**config.mk**
```make
export PLATFORM = sky130hd
export DESIGN_NAME = bypass_amo_responder
export DESIGN_NICKNAME = d
export VERILOG_FILES = /design/src/rtl/bypass_amo_responder_pkg.sv /design/src/rtl/bypass_amo_responder_amo_alu.sv /design/src/rtl/bypass_amo_responder.sv
export SDC_FILE = /design/constraint.sdc
export NUM_CORES = 2
export LEC_CHECK = 0
export ABC_AREA = 1
export CAP_MARGIN = 20
export CORE_MARGIN = 2
export CORE_UTILIZATION = 46
export CTS_BUF_LIST = sky130_fd_sc_hd__clkbuf_2
export DETAILED_ROUTE_END_ITERATION = 6
export HOLD_SLACK_MARGIN = 0.06
export PLACE_DENSITY = 0.68
export SYNTH_ARGS = -nofsm -noshare
export SYNTH_HDL_FRONTEND = slang
export SYNTH_SLANG_ARGS = --single-unit
export TNS_END_PERCENT = 100
```
**constraint.sdc**
```tcl
create_clock -name clk_i -period 9.3 [get_ports clk_i]
set_input_delay 1.86 -clock clk_i [delete_from_list [all_inputs] [get_ports clk_i]]
set_output_delay 1.86 -clock clk_i [all_outputs]
set_load 0.1 [all_outputs]
```
**src/rtl/bypass_amo_responder_pkg.sv**
```systemverilog
// bypass_amo_responder_pkg: bypass request/response types, AMO encodings, responder state and backend beat.
package bypass_amo_responder_pkg;

  typedef enum logic [3:0] {
    AMO_NONE = 4'b0000,
    AMO_LR   = 4'b0001,
    AMO_SC   = 4'b0010,
    AMO_SWAP = 4'b0011,
    AMO_ADD  = 4'b0100,
    AMO_AND  = 4'b0101,
    AMO_OR   = 4'b0110,
    AMO_XOR  = 4'b0111,
    AMO_MAX  = 4'b1000,
    AMO_MAXU = 4'b1001,
    AMO_MIN  = 4'b1010,
    AMO_MINU = 4'b1011,
    AMO_CAS1 = 4'b1100,
    AMO_CAS2 = 4'b1101
  } amo_t;

  typedef struct packed {
    logic        req;
    logic        we;
    amo_t        amo;
    logic [1:0]  size;
    logic [63:0] addr;
    logic [63:0] wdata;
    logic [7:0]  be;
  } bypass_req_t;

  typedef struct packed {
    logic        gnt;
    logic        valid;
    logic [63:0] rdata;
  } bypass_rsp_t;

  typedef enum logic [2:0] {
    ST_IDLE,
    ST_RD,
    ST_RD_W,
    ST_WR,
    ST_WR_W,
    ST_SC_CHK,
    ST_RESP
  } bypass_rsp_state_e;

  typedef struct packed {
    logic        req;
    logic        we;
    logic [63:0] addr;
    logic [63:0] wdata;
    logic [7:0]  be;
  } bypass_mem_req_t;

  // Word AMOs touch only the lane picked by addr[2]; double-word AMOs touch all bytes.
  function automatic logic [7:0] amo_be(input logic [1:0] size, input logic lane);
    return (size == 2'b10) ? (lane ? 8'hF0 : 8'h0F) : 8'hFF;
  endfunction

endpackage

```
**src/rtl/bypass_amo_responder_amo_alu.sv**
```systemverilog
// amo_alu: combinational read-modify-write datapath for 32/64-bit atomics.
module amo_alu
  import bypass_amo_responder_pkg::*;
(
  input  amo_t        amo_i,
  input  logic [1:0]  size_i,
  input  logic        lane_i,
  input  logic [63:0] old_i,
  input  logic [63:0] operand_i,
  output logic [63:0] wdata_o,
  output logic        we_o
);
  logic        w32, sgn, lt;
  logic [31:0] old_l;
  logic [63:0] a, b, r;
  // Word operands are widened by signedness so one 64-bit compare serves both sizes; operand sits in the low word.
  always_comb begin
    w32   = size_i == 2'b10;
    sgn   = amo_i == AMO_MAX || amo_i == AMO_MIN;
    old_l = lane_i ? old_i[63:32] : old_i[31:0];
    a     = w32 ? {{32{sgn && old_l[31]}}, old_l} : old_i;
    b     = w32 ? {{32{sgn && operand_i[31]}}, operand_i[31:0]} : operand_i;
    lt    = sgn ? ($signed(a) < $signed(b)) : (a < b);
    case (amo_i)
      AMO_SWAP:           r = b;
      AMO_ADD:            r = a + b;
      AMO_AND:            r = a & b;
      AMO_OR:             r = a | b;
      AMO_XOR:            r = a ^ b;
      AMO_MAX, AMO_MAXU:  r = lt ? b : a;
      AMO_MIN, AMO_MINU:  r = lt ? a : b;
      default:            r = a;
    endcase
    wdata_o = w32 ? {2{r[31:0]}} : r;
    we_o    = !(amo_i inside {AMO_NONE, AMO_LR, AMO_SC, AMO_CAS1, AMO_CAS2});
  end
endmodule

```
**src/rtl/bypass_amo_responder.sv**
```systemverilog
// bypass_amo_responder: serves one bypass request at a time on a single-beat backend, with RMW atomics and LR/SC.
module bypass_amo_responder
  import bypass_amo_responder_pkg::*;
(
  input  logic        clk_i,
  input  logic        rst_ni,
  input  bypass_req_t bypass_req_i,
  output bypass_rsp_t bypass_rsp_o,
  output logic        mem_req_o,
  input  logic        mem_gnt_i,
  output logic        mem_we_o,
  output logic [63:0] mem_addr_o,
  output logic [63:0] mem_wdata_o,
  output logic [7:0]  mem_be_o,
  input  logic        mem_rvalid_i,
  input  logic [63:0] mem_rdata_i
);
  bypass_rsp_state_e state_q, state_d;
  bypass_req_t       req_q, req_d;
  bypass_mem_req_t   mem_q, mem_d;
  logic [63:0]       result_q, result_d;
  logic              resv_valid_q, resv_valid_d;
  logic [60:0]       resv_addr_q, resv_addr_d;
  logic [63:0]       alu_wdata, old_ext;
  logic [31:0]       old_lane;
  logic              alu_we, rd_fin, wr_fin, resv_hit, unused;

  amo_alu u_amo_alu (
    .amo_i     (req_q.amo),
    .size_i    (req_q.size),
    .lane_i    (req_q.addr[2]),
    .old_i     (mem_rdata_i),
    .operand_i (req_q.wdata),
    .wdata_o   (alu_wdata),
    .we_o      (alu_we)
  );

  assign old_lane = req_q.addr[2] ? mem_rdata_i[63:32] : mem_rdata_i[31:0];
  assign old_ext  = (req_q.size == 2'b10) ? {{32{old_lane[31]}}, old_lane} : mem_rdata_i;
  assign resv_hit = resv_valid_q && resv_addr_q == req_q.addr[63:3];
  // A response arriving together with the grant completes the access without visiting the wait state.
  assign rd_fin   = mem_rvalid_i && (state_q == ST_RD_W || (state_q == ST_RD && mem_gnt_i));
  assign wr_fin   = mem_rvalid_i && (state_q == ST_WR_W || (state_q == ST_WR && mem_gnt_i));
  assign unused   = ^{req_q.req, req_q.we, req_q.addr[1:0]};

  always_comb begin
    state_d      = state_q;
    req_d        = req_q;
    mem_d        = mem_q;
    result_d     = result_q;
    resv_valid_d = resv_valid_q;
    resv_addr_d  = resv_addr_q;
    case (state_q)
      ST_IDLE: if (bypass_req_i.req) begin
        req_d    = bypass_req_i;
        result_d = '0;
        state_d  = (bypass_req_i.amo == AMO_SC) ? ST_SC_CHK :
                   (bypass_req_i.we && bypass_req_i.amo == AMO_NONE) ? ST_WR : ST_RD;
        mem_d    = (state_d == ST_SC_CHK) ? '0 : bypass_mem_req_t'{
          req:   1'b1,
          we:    state_d == ST_WR,
          addr:  {bypass_req_i.addr[63:3], 3'b000},
          wdata: (state_d == ST_WR) ? bypass_req_i.wdata : '0,
          be:    (state_d == ST_WR) ? bypass_req_i.be : 8'hFF
        };
      end
      ST_RD: if (mem_gnt_i) begin
        mem_d   = '0;
        state_d = ST_RD_W;
      end
      ST_WR: if (mem_gnt_i) begin
        mem_d        = '0;
        state_d      = ST_WR_W;
        resv_valid_d = resv_valid_q && !resv_hit;
      end
      ST_SC_CHK: begin
        resv_valid_d = 1'b0;
        result_d     = {63'd0, !resv_hit};
        state_d      = resv_hit ? ST_WR : ST_RESP;
        mem_d        = resv_hit ? bypass_mem_req_t'{1'b1, 1'b1, {req_q.addr[63:3], 3'b000}, req_q.wdata, req_q.be} : '0;
      end
      ST_RESP: state_d = ST_IDLE;
      default: ;
    endcase
    if (rd_fin) begin
      result_d = (req_q.amo == AMO_NONE || req_q.amo == AMO_LR) ? mem_rdata_i : old_ext;
      state_d  = alu_we ? ST_WR : ST_RESP;
      mem_d    = alu_we ? bypass_mem_req_t'{1'b1, 1'b1, {req_q.addr[63:3], 3'b000}, alu_wdata,
                                            amo_be(req_q.size, req_q.addr[2])} : '0;
      if (req_q.amo == AMO_LR) begin
        resv_valid_d = 1'b1;
        resv_addr_d  = req_q.addr[63:3];
      end
    end
    if (wr_fin) state_d = ST_RESP;
  end

  always_ff @(posedge clk_i or negedge rst_ni) begin
    if (!rst_ni) begin
      state_q      <= ST_IDLE;
      req_q        <= '0;
      mem_q        <= '0;
      result_q     <= '0;
      resv_valid_q <= 1'b0;
      resv_addr_q  <= '0;
    end else begin
      state_q      <= state_d;
      req_q        <= req_d;
      mem_q        <= mem_d;
      result_q     <= result_d;
      resv_valid_q <= resv_valid_d;
      resv_addr_q  <= resv_addr_d;
    end
  end

  assign bypass_rsp_o = '{
    gnt:   rst_ni && state_q == ST_IDLE && bypass_req_i.req,
    valid: state_q == ST_RESP,
    rdata: (state_q == ST_RESP) ? result_q : '0
  };
  assign mem_req_o   = mem_q.req;
  assign mem_we_o    = mem_q.we;
  assign mem_addr_o  = mem_q.addr;
  assign mem_wdata_o = mem_q.wdata;
  assign mem_be_o    = mem_q.be;
endmodule
```
==> qor.yml <==
postRouteAntennaNets: 0
row_count: 97
worst_path_largest_cell_delay_ns: 0.59
globalplace.congestion: 1.035
drtPass1Iterations: 7
grt.overflow.total: 0
first_global_vias: 34090
worst_path_max_delay_cell: "nand3_4"
maxSlewViolCount: 0
cts_resized: 0
min_path_type: "reg2reg"
worstSetupPathType: "reg2reg"
io_buffers: 410
status: "finished, violations left"
synth_top_area_cell: "dfrtp_1"
violations: "DRC"
hold_viol: 0
core_area_um2: 70150
synthFlopType: "dfrtp_1"
hold_buffers: 0
endpoint: "mem_wdata_o[45]"
ys_ff_latch: 404
rr_startpoint: "req_q[136]"
die_y_um: 270.3
cp.required_ns: 10.39
dpl.hpwl_um: 101900
fin_crit_ns: 6.669
endpoint_kind: "flop"
wire_per_inst_um: 22.09
io_pins: 416
maxCapViolations: 0
start_util: 0.4651
r2r_end: "mem_wdata_o[45]"
cts.sinks: 404
async_flop_share: 1.000
area_growth_pct: 17.74
cts_tree: "built"
clock_latency_ns: 1.31
rsz0062_at_grt: "no"
yosysMostFrequentCell: "nand2_1"
grt_antenna_before_repair: 14
path_max_fanout: 51
ff2ff_path_depth: 28
post-route-period-util: 0.7171
cts_buffers: 109
synth_edf_count: 0
fmax_ghz: 0.1499
yosysSeqAreaShare: 0.3098
cts.path.max_buffers: 3
layout.nets: 5745
die_x_um: 270.3
vias: 36840
synthTopCellsByCount: "1230 x nand2_1, 611 x o21ai_0, 564 x inv_1, 445 x nor2_1, 412 x nand3_1"
yosys.cell_types.count: 51
drcViolationCount: 3
detail_route.iter0.violations: 4472
synth_top_area_share: 0.3098
drt_wl_total_um: 140600
grt_start_max_net_pins: 139
die-area_um2: 73080
rrSetupSlack_ns: 2.63
tns_ns: 0
startpoint: "req_q[136]"
cts_setup_buffers: 0
critical_path_arrival_ns: 7.76
startpoint_type: "flop"
cts.clk_slew.worst_paths_ns: 0.11
setup_viol: 0
postSynthCellCount: 5044
synth.avg_cell_area_um2: 6.469
grtUsageTotal: 0.3737
skew_ns: 0.1759
worstMarginPinSlew_ns: 1.180
yosys-top-cells-area: "dfrtp_1 31%, nand2_1 14%, o21ai_0 9.4%, ha_1 7.4%, inv_1 6.5%"
grt_pass1_wl_um: 211700
syn_area_um2: 32630
ctsRootBufferMaster: "clkbuf_2"
yosysWarnings: 0
drive_above_1_share: 0.05488
maxSlewHeadroom: 0.2109
htree_levels: 3
via_per_inst: 5.789
## worst min path at each step
stage / startpoint / end / slack, ns / cells past startpoint
after floorplan: req_q[136] / req_q[136] / 0.44 / 2
after global placement: mem_addr_o[36] / mem_addr_o[36] / 0.47 / 2
after detailed placement: mem_addr_o[4] / mem_addr_o[4] / 0.47 / 2
after CTS: mem_addr_o[28] / mem_addr_o[28] / 0.50 / 2
after global routing: mem_addr_o[32] / mem_addr_o[32] / 0.52 / 2
final: mem_addr_o[16] / mem_addr_o[16] / 0.49 / 2
## per-layer routing
metal / share of wire / global-route usage / routed length [µm]
met1: 0.40 / 0.4887 / 56500
met2: 0.43 / 0.5669 / 61040
met3: 0.085 / 0.06134 / 11890
met4: 0.079 / 0.2534 / 11100
met5: 0.00046 / 0 / 64
## through the flow
stage                     instances  cell area, µm²  setup slack [ns]  utilization  hold WS (ns)
after floorplan                5046           32640             2.833            -        0.4426
after global placement         6168           37380             2.043       0.5328        0.4654
after detailed placement       6168           37380             2.002       0.5328        0.4721
after CTS                      6351           38360             2.815       0.5468        0.4958
after global routing           6360           38410             2.299       0.5475        0.5199
final                          6364           38420             2.631       0.5477        0.4907
## cell type report
class                           instances  area [µm²]
Antenna cell                           12       30.03
Clock buffer                          155       775.7
Clock inverter                         28       207.7
Fill cell                            7175       31730
Inverter                              578        2171
Multi-Input combinational cell       3771       19290
Sequential cell                       404       10110
Tap cell                              940        1176
Timing Repair Buffer                  476        4662
## placed cells by master, fill, tap and decap left out, types with 11 or more instances in the layout
| master | instances |
|---|---|
| nand2_1 | 1226 |
| o21ai_0 | 611 |
| inv_1 | 558 |
| nor2_1 | 436 |
| nand3_1 | 411 |
| clkdlybuf4s50_1 | 409 |
| dfrtp_1 | 404 |
| a21oi_1 | 401 |
| ha_1 | 192 |
| clkbuf_2 | 155 |
| o22ai_1 | 101 |
| buf_4 | 62 |
| a22oi_1 | 61 |
| xnor2_1 | 38 |
| nor3_1 | 36 |
| nand3b_1 | 29 |
| nand4_1 | 28 |
| o21ai_1 | 25 |
| or2_2 | 21 |
| clkinv_1 | 18 |
| inv_2 | 17 |
| nor4_1 | 16 |
| a221oi_1 | 15 |
| o211ai_1 | 15 |
| diode_2 | 12 |
| a2111oi_0 | 11 |
## critical path, delay by kind of cell, from the launching register on
family	cells	cell delay, ns
simple gates	12	2.35
buf+inv	9	2.12
compound gates	6	1.21
flops	1	0.42
fa+ha+maj	1	0.39
## kinds of logic after synthesis
| group | after synthesis | synth area share |
|---|---|---|
| DFF | 404 | 0.3098 |
| buffers and inverters | 871 | 0.1026 |
| adders and majority gates | 193 | 0.07424 |
| xor gates and xnor gates | 45 | 0.01208 |
| and+or+nand+nor | 2228 | 0.2832 |
| other | 1 | 0.0001149 |
| AOI/OAI and AO/OA | 1302 | 0.2179 |
## registers in the layout, indices dropped and copies added (netlist names)
| signal | flops |
|---|---|
| req_q | 140 |
| result_q | 64 |
| mem_be_o | 8 |
| resv_valid_q | 1 |
| mem_wdata_o | 64 |
| resv_addr_q | 61 |
| mem_req_o | 1 |
| mem_we_o | 1 |
| mem_addr_o | 61 |
| state_q | 3 |
Power is left out: the tool's default activity adds up to more than one toggle a clock period on the data nets, which glitch-free logic cannot reach.
